## src/rtl/reg_file_sb.sv

```systemverilog
// Multi-read register file with same-cycle write bypass and a per-register
// pending-write scoreboard for issue/writeback hazard tracking.
module reg_file_sb #(
  parameter int DATA_W    = 32,
  parameter int ADDR_W    = 5,
  parameter int ZERO_R0   = 1,
  parameter int RESET_IDX = 1,
  parameter int BYPASS    = 1
) (
  input  logic              clk,
  input  logic              rst,
  input  logic              we,
  input  logic [ADDR_W-1:0] rd,
  input  logic [DATA_W-1:0] din,
  input  logic [ADDR_W-1:0] rs1,
  input  logic [ADDR_W-1:0] rs2,
  output logic [DATA_W-1:0] dout_1,
  output logic [DATA_W-1:0] dout_2,
  output logic              busy_1,
  output logic              busy_2,
  input  logic              alloc_en,
  input  logic [ADDR_W-1:0] alloc_rd,
  output logic              alloc_ok,
  output logic [ADDR_W:0]   pend_cnt
);

  localparam int NUM_REGS = 2 ** ADDR_W;

  logic [DATA_W-1:0]   regs_q [NUM_REGS];
  logic [NUM_REGS-1:0] pend_q, pend_d;
  logic [ADDR_W:0]     cnt_q, cnt_d;
  logic                write_eff, alloc_eff, clear_eff;
  logic                r0_rs1, r0_rs2, fwd_1, fwd_2;

  // Writes and allocs aimed at a hardwired R0 are squashed here, so R0 never
  // stores data and never becomes pending.
  assign write_eff = we && !((ZERO_R0 != 0) && (rd == '0));
  assign alloc_ok  = !pend_q[alloc_rd];
  assign alloc_eff = alloc_en && alloc_ok && !((ZERO_R0 != 0) && (alloc_rd == '0));
  assign clear_eff = write_eff && pend_q[rd];

  assign r0_rs1 = (ZERO_R0 != 0) && (rs1 == '0);
  assign r0_rs2 = (ZERO_R0 != 0) && (rs2 == '0);
  assign fwd_1  = (BYPASS != 0) && write_eff && (rd == rs1);
  assign fwd_2  = (BYPASS != 0) && write_eff && (rd == rs2);

  always_comb begin
    dout_1 = regs_q[rs1];
    busy_1 = pend_q[rs1];
    if (r0_rs1) begin
      dout_1 = '0;
      busy_1 = 1'b0;
    end else if (fwd_1) begin
      dout_1 = din;
      busy_1 = 1'b0;
    end
  end

  always_comb begin
    dout_2 = regs_q[rs2];
    busy_2 = pend_q[rs2];
    if (r0_rs2) begin
      dout_2 = '0;
      busy_2 = 1'b0;
    end else if (fwd_2) begin
      dout_2 = din;
      busy_2 = 1'b0;
    end
  end

  // Clear before set: a colliding write+alloc on a free register ends pending.
  always_comb begin
    pend_d = pend_q;
    if (write_eff) pend_d[rd] = 1'b0;
    if (alloc_eff) pend_d[alloc_rd] = 1'b1;
    cnt_d = cnt_q + (ADDR_W+1)'(alloc_eff) - (ADDR_W+1)'(clear_eff);
  end

  always_ff @(posedge clk or posedge rst) begin
    if (rst) begin
      for (int i = 0; i < NUM_REGS; i++) begin
        regs_q[i] <= (RESET_IDX != 0) ? DATA_W'(i) : '0;
      end
      pend_q <= '0;
      cnt_q  <= '0;
    end else begin
      if (write_eff) regs_q[rd] <= din;
      pend_q <= pend_d;
      cnt_q  <= cnt_d;
    end
  end

  assign pend_cnt = cnt_q;

endmodule

```

## config.mk

```make
export PLATFORM = sky130hd
export DESIGN_NAME = reg_file_sb
export DESIGN_NICKNAME = d
export VERILOG_FILES = /design/src/rtl/reg_file_sb.sv
export SDC_FILE = /design/constraint.sdc
export NUM_CORES = 2
export LEC_CHECK = 0
export BUFFER_PORTS_ARGS = -buffer_cell sky130_fd_sc_hd__buf_2
export CELL_PAD_IN_SITES_DETAIL_PLACEMENT = 1
export CELL_PAD_IN_SITES_GLOBAL_PLACEMENT = 2
export CORE_UTILIZATION = 48
export CTS_BUF_LIST = sky130_fd_sc_hd__clkbuf_8
export DETAILED_ROUTE_END_ITERATION = 8
export PLACE_DENSITY = 0.83
export SYNTH_ARGS = -nofsm -noshare
export SYNTH_HDL_FRONTEND = slang
export SYNTH_SLANG_ARGS = --single-unit
export TNS_END_PERCENT = 100
```

## constraint.sdc

```tcl
create_clock -name clk -period 43.6 [get_ports clk]
set_input_delay 4.36 -clock clk [delete_from_list [all_inputs] [get_ports clk]]
set_output_delay 4.36 -clock clk [all_outputs]
set_load 0.005 [all_outputs]
```

## Word level (Yosys, flattened, before mapping)

Index checks and enable logic that the tools add are counted.

| operators by class | value |
|---|---|
| bitwise operators | 6 |
| reduce and logical (&&, ||, !) cells | 16 |
| muxes and demuxes | 31 |
| $lt $le $gt $ge | 10 |
| add/subtract/negate cells | 2 |
| eq/ne operators | 2 |

Operator list:

| operator | number |
|---|---|
| $bwmux 1024 | 1 |
| $mux 32 | 11 |
| $bmux 32 s5 | 2 |
| $demux 32 s5 | 1 |
| $and 32x32->32 | 1 |
| $not 32->32 | 1 |
| $or 32x32->32 | 1 |
| $lt 5x6->1 const B | 4 |
| $bmux 1 s5 | 4 |
| $logic_not 5->1 | 4 |
| $ge 6x6->1 const B | 3 |
| $not 5->6 | 3 |
| $demux 1 s5 | 2 |
| $eq 5x5->1 | 2 |
| $ge 5x1->1 const B | 2 |
| $mux 1 | 10 |
| $logic_and 1x1->1 | 9 |
| $add 6x1->6 | 1 |
| $lt 6x1->1 const B | 1 |
| $sub 6x1->6 | 1 |
| $logic_not 1->1 | 3 |

| word-level totals | value |
|---|---|
| flip-flop bits (word level) | 1,062 |
| logic and storage cells | 101 |
| output and inout bits | 73 |

## Depth between registers and ports, before layout

| logic depth | value |
|---|---|
| depth after elaboration | 9 |
| gate-level depth with buffers | 14 |

## Worst setup path after synthesis

OpenSTA, ideal clock, no wires.

| timing path | value |
|---|---|
| path kind | input to output |
| start point | input port rs1[0] |
| end point | output port dout_1[30] |
| stages on the path | 7 |
| path buffers | 3 |
| required time | 39.240 ns |
| data arrival time | 5.981 ns |
| setup slack | 33.259 ns |
| path through | buf_2 buf_4 buf_2 mux4_2 mux2i_1 a31oi_1 a32o_1 |

| between the ends | value |
|---|---|
| word-level cells in the longest chain between the ends | 6 |
| elaborated cells between the ends (all ways) | 9 |
| classes of those cells | eq/ne: 1; mux: 5; bitwise: 1; reduce/logical: 2 |

RTL lines:

| what | RTL line | text |
|---|---|---|
| from (decl) | 15 | `input logic [ADDR_W-1:0] rs1,` |
| $not 5->6 (not written as such) | 48 | `dout_1 = regs_q[rs1];` |
| $bmux 32 s5 | 48 |  |
| $mux 32 (not written as such) (2 in series) | 48 |  |
| $mux 32 | 53 | `end else if (fwd_1) begin` |
| $mux 32 * | 50 | `if (r0_rs1) begin` |
| to (decl) | 17 | `output logic [DATA_W-1:0] dout_1,` |

Mark *: on every way between the ends. The rest lies on a longest branch, timed or not. The select of a mux whose other input is x is not followed.

## Worst setup path after layout

| timing path | value |
|---|---|
| start point | input port rs1[2] |
| end point | output port dout_1[2] |

The elaborated chain is that of the path after synthesis.

==> run_results.csv <==
group,metric,value,unit
outcome,status,"complete, no violations",
yosys,async_reset_ff_share,100.0,%
timing,slew_viol_final,0,
power_and_ir_drop,p_clk_share,31.4,%
worst_setup_path,r2r_end,"pend_cnt[5]",
clocking,cts_tree,"done",
timing,final-hold-violation-count,0,
power_and_ir_drop,p_leak,27.78,nW
power_and_ir_drop,combPwrFrac,22.0,%
clocking,post_cts_resized,0,
worst_setup_path,reg2reg_depth,12,
yosys,synth_cell_type_count,61,
placed_design,pre_cts_slack,30.64,ns
floorplan,die_w,350.8,um
global_route,grt_overflow,0,
worst_setup_path,end_kind,"primary output",
timing,fin_crit_sh,30.13,%
min_path,hold_path_class,"reg -> reg",
power_and_ir_drop,p_seq_share,46.6,%
drt,viasPerCell,6.760,
placed_design,io_buffers,128,
drt,wl,190400,um
drt,first_pass_iters,7,
power_and_ir_drop,vdd_drop_max,0.03540,mV
timing,post-route-worst-setup-slack,30.46,ns
final_layout,area_growth,8.232,%
yosys,synth_area_leaders,"dfrtp_1 (42%), mux2_2 (19%), mux4_2 (16%)",
timing,finalSetupViolCount,0,
global_route,antenna_found_initial,9,
drt,initialDrtViolationCount,3537,
yosys,yosysWarnings,0,
timing,finClkSkew,0.01022,ns
yosys,seq_area_frac_synth,45.68,%
final_layout,fill_cells,11580,
floorplan,rows,127,
worst_setup_path,crit_required,39.24,ns
drt,vias,38750,
yosys,syn_avg_cell_area,14.42,um2
power_and_ir_drop,p_per_area,45.36,mW/mm2
clocking,root_buffer,"clkbuf_8",
min_path,min_path_cells,0,
final_layout,fin_nets,4039,
yosys,synth_flop_cell,"dfrtp_1",
floorplan,start_util,48.54,%
placed_design,dp.cells,5405,
worst_setup_path,crit_path_start_kind,"input port",
power_and_ir_drop,p_switching,845.9,uW
clocking,post_cts_buffers,0,
worst_setup_path,critPathArrivalTime,8.78,ns
final_layout,fin_cells,5732,
timing,rsz0062_at_grt,"no",
clocking,clk_pin_slew,0.05,ns
clocking,cts_buffers,180,
min_path,holdCritStartpoint,"regs_q[1002]",
yosys,synth.top_cell.area_share,42.08,%
worst_setup_path,critPathMaxFanout,51,
floorplan,die_h,350.8,um
clocking,cts.sinks,1062,
global_route,track_usage,31.60,%
flow_run,maxCapViolations,0,
worst_setup_path,cpMostUsedCell,"buf_4",
clocking,clk_path_buf_depth,3,
drt,drc,0,
min_path,holdPathEnd,"regs_q[1002]",
clocking,htreeDepth,4,
worst_setup_path,crit_path_max_incr_delay,1.09,ns
worst_setup_path,cp_cell_sequence,"buf_6, buf_4, buf_4, nor2b_4, a221oi_1, a21oi_1, nor4_1, buf_4, a211o_1, buf_2",
floorplan,die_area,0.1231,mm2
placed_design,hpwl,102600,um
yosys,synth-seq-cells,1062,
worst_setup_path,r2r-start,"pend_q[28]",
drt,wire_per_inst,33.21,um
yosys,synth_top_area_cell,"dfrtp_1",
power_and_ir_drop,swShare,29.51,%
global_route,grt_pass1_vias,41360,
timing,fmaxAchievable,76.13,MHz
floorplan,core,0.1203,mm2
global_route,grt_max_degree,177,
yosys,syn_area,0.05839,mm2
timing,period_minus_slack,13.14,ns
floorplan,num_io_pins,129,
clocking,clock_latency,0.91,ns
clocking,hold_buffers,0,
worst_setup_path,critical_path_class,"in -> out",
drt,ant_nets,0,
yosys,synth_edf_count,0,
yosys,synthCells,4050,
final_layout,drive_gt1_share,48.52,%
yosys,synth_nets,4113,
global_route,grt_pass1_wl,284900,um
worst_setup_path,worst-r2r-setup-slack,40.13,ns
placed_design,globalplace.congestion,0.7919,
timing,worst_pin_slew,1.186,ns
timing,maxSlewHeadroom,20.74,%
timing,fin_setup_tns,0,ns
power_and_ir_drop,p_int,2.021,mW
worst_setup_path,critical_path.slowest_cell,"nor2b_4",
[stage by stage]
step           hold slack (ns)  area [um2]  util, %  total power, mW
4_1_cts                 0.3962       63170    52.52            2.878
2_1_floorplan           0.4413       58390        -            1.793
6_report                0.3936       63200    52.54            2.866
3_3_place_gp            0.3767       59600    49.55            1.937
3_5_place_dp            0.3836       59600    49.55            1.974
5_1_grt                 0.4077       63190    52.53            2.997
[how the worst max path moves through the flow]
stage	startpoint	endpoint	slack (ns)	cells after the start
floorplan	rst	pend_cnt[0]	9.48	1
global placement	rs1[2]	dout_1[29]	30.70	9
detailed placement	rs1[2]	dout_1[18]	30.64	9
CTS	rs1[2]	dout_1[18]	30.60	9
global route	rs1[0]	dout_1[6]	30.43	9
finish	rs1[2]	dout_1[2]	30.46	10
[cells in the mapped netlist, types with 4 or more instances]
cell type,n
nor3b_1,24
a21oi_1,55
buf_1,7
o22ai_1,34
nor2_1,33
a22o_1,18
a221oi_1,94
mux2i_1,323
nand2_1,59
a211oi_1,66
dfstp_2,80
nand4_1,4
ha_1,6
a2111oi_0,20
a221o_1,25
clkbuf_1,220
o21ai_0,43
nor3_1,42
inv_1,15
o21ai_1,5
nand2b_1,21
mux2_2,977
a22oi_1,47
a211o_1,55
buf_2,159
buf_4,45
nor4_1,6
o21bai_1,31
buf_8,4
buf_6,25
nor2b_1,26
a31oi_1,11
nand2_2,7
xnor2_1,12
mux4_2,426
dfrtp_1,982
a221oi_2,4
[cell families after synthesis]
group / Yosys count / share of synthesized area (%)
xor+xnor: 15 / 0.2250
mux: 1726 / 40.81
fa+ha+maj: 7 / 0.1628
flops: 1062 / 45.68
buf+inv: 483 / 4.228
compound gates: 515 / 6.705
simple gates: 242 / 2.190
[layout make-up]
type | count | area (um2) | area share [%]
well taps | 1612 | 2017 | 3.191
clock inverters | 95 | 473.0 | 0.7483
multi-input cells | 2505 | 29490 | 46.66
inverters | 17 | 71.32 | 0.1128
flip-flops and latches | 1062 | 26680 | 42.21
diodes | 6 | 15.01 | 0.02376
repair buffers | 210 | 1365 | 2.160
clock buffers | 225 | 3097 | 4.900
[critical path: cells and delay by family]
family,cells,cell delay [ns]
AOI/OAI and AO/OA,3,0.76
buffers and inverters,5,2.31
and+or+nand+nor,2,1.20
[sequential cells by signal, indices dropped and copies added, names as in the netlist]
name / count
regs_q: 1024
pend_q: 32
pend_cnt: 6
[power by group through the flow]
stage                     clock network (mW)  registers (mW)  logic (mW)
after detailed placement                   0            1.35       0.629
after CTS                              0.916            1.33       0.632
after global routing                   0.960            1.36       0.678
final                                  0.901            1.33       0.631
after global placement                     0            1.33       0.610
after floorplan                            0            1.30       0.494
[cell usage in the layout (no fill, tap or decap), types with 12 or more instances in the layout]
master / n
nor2_4: 15
mux2i_1: 323
mux4_2: 426
a2111oi_0: 20
a211o_1: 55
buf_4: 79
nor2_1: 18
dfrtp_1: 982
dfstp_2: 80
nor3_1: 41
a221o_1: 25
inv_1: 85
a211oi_1: 66
a22o_1: 18
nor3b_1: 24
o22ai_1: 34
xnor2_1: 12
mux2_2: 977
buf_2: 120
clkinv_2: 12
a221oi_1: 94
nor2b_1: 22
nand2_1: 50
nand2b_1: 21
o21ai_0: 43
clkbuf_8: 226
o21bai_1: 31
a21oi_1: 55
a22oi_1: 47
[layer usage]
metal	up-vias	track usage (%)	routed length [um]
met5	-	0	39
met3	428	6.409	13670
met2	1440	48.94	88250
met1	21230	43.91	81470
li1	15640	-	-
met4	6	12.03	6963
Power figures use the tool's default switching activity.
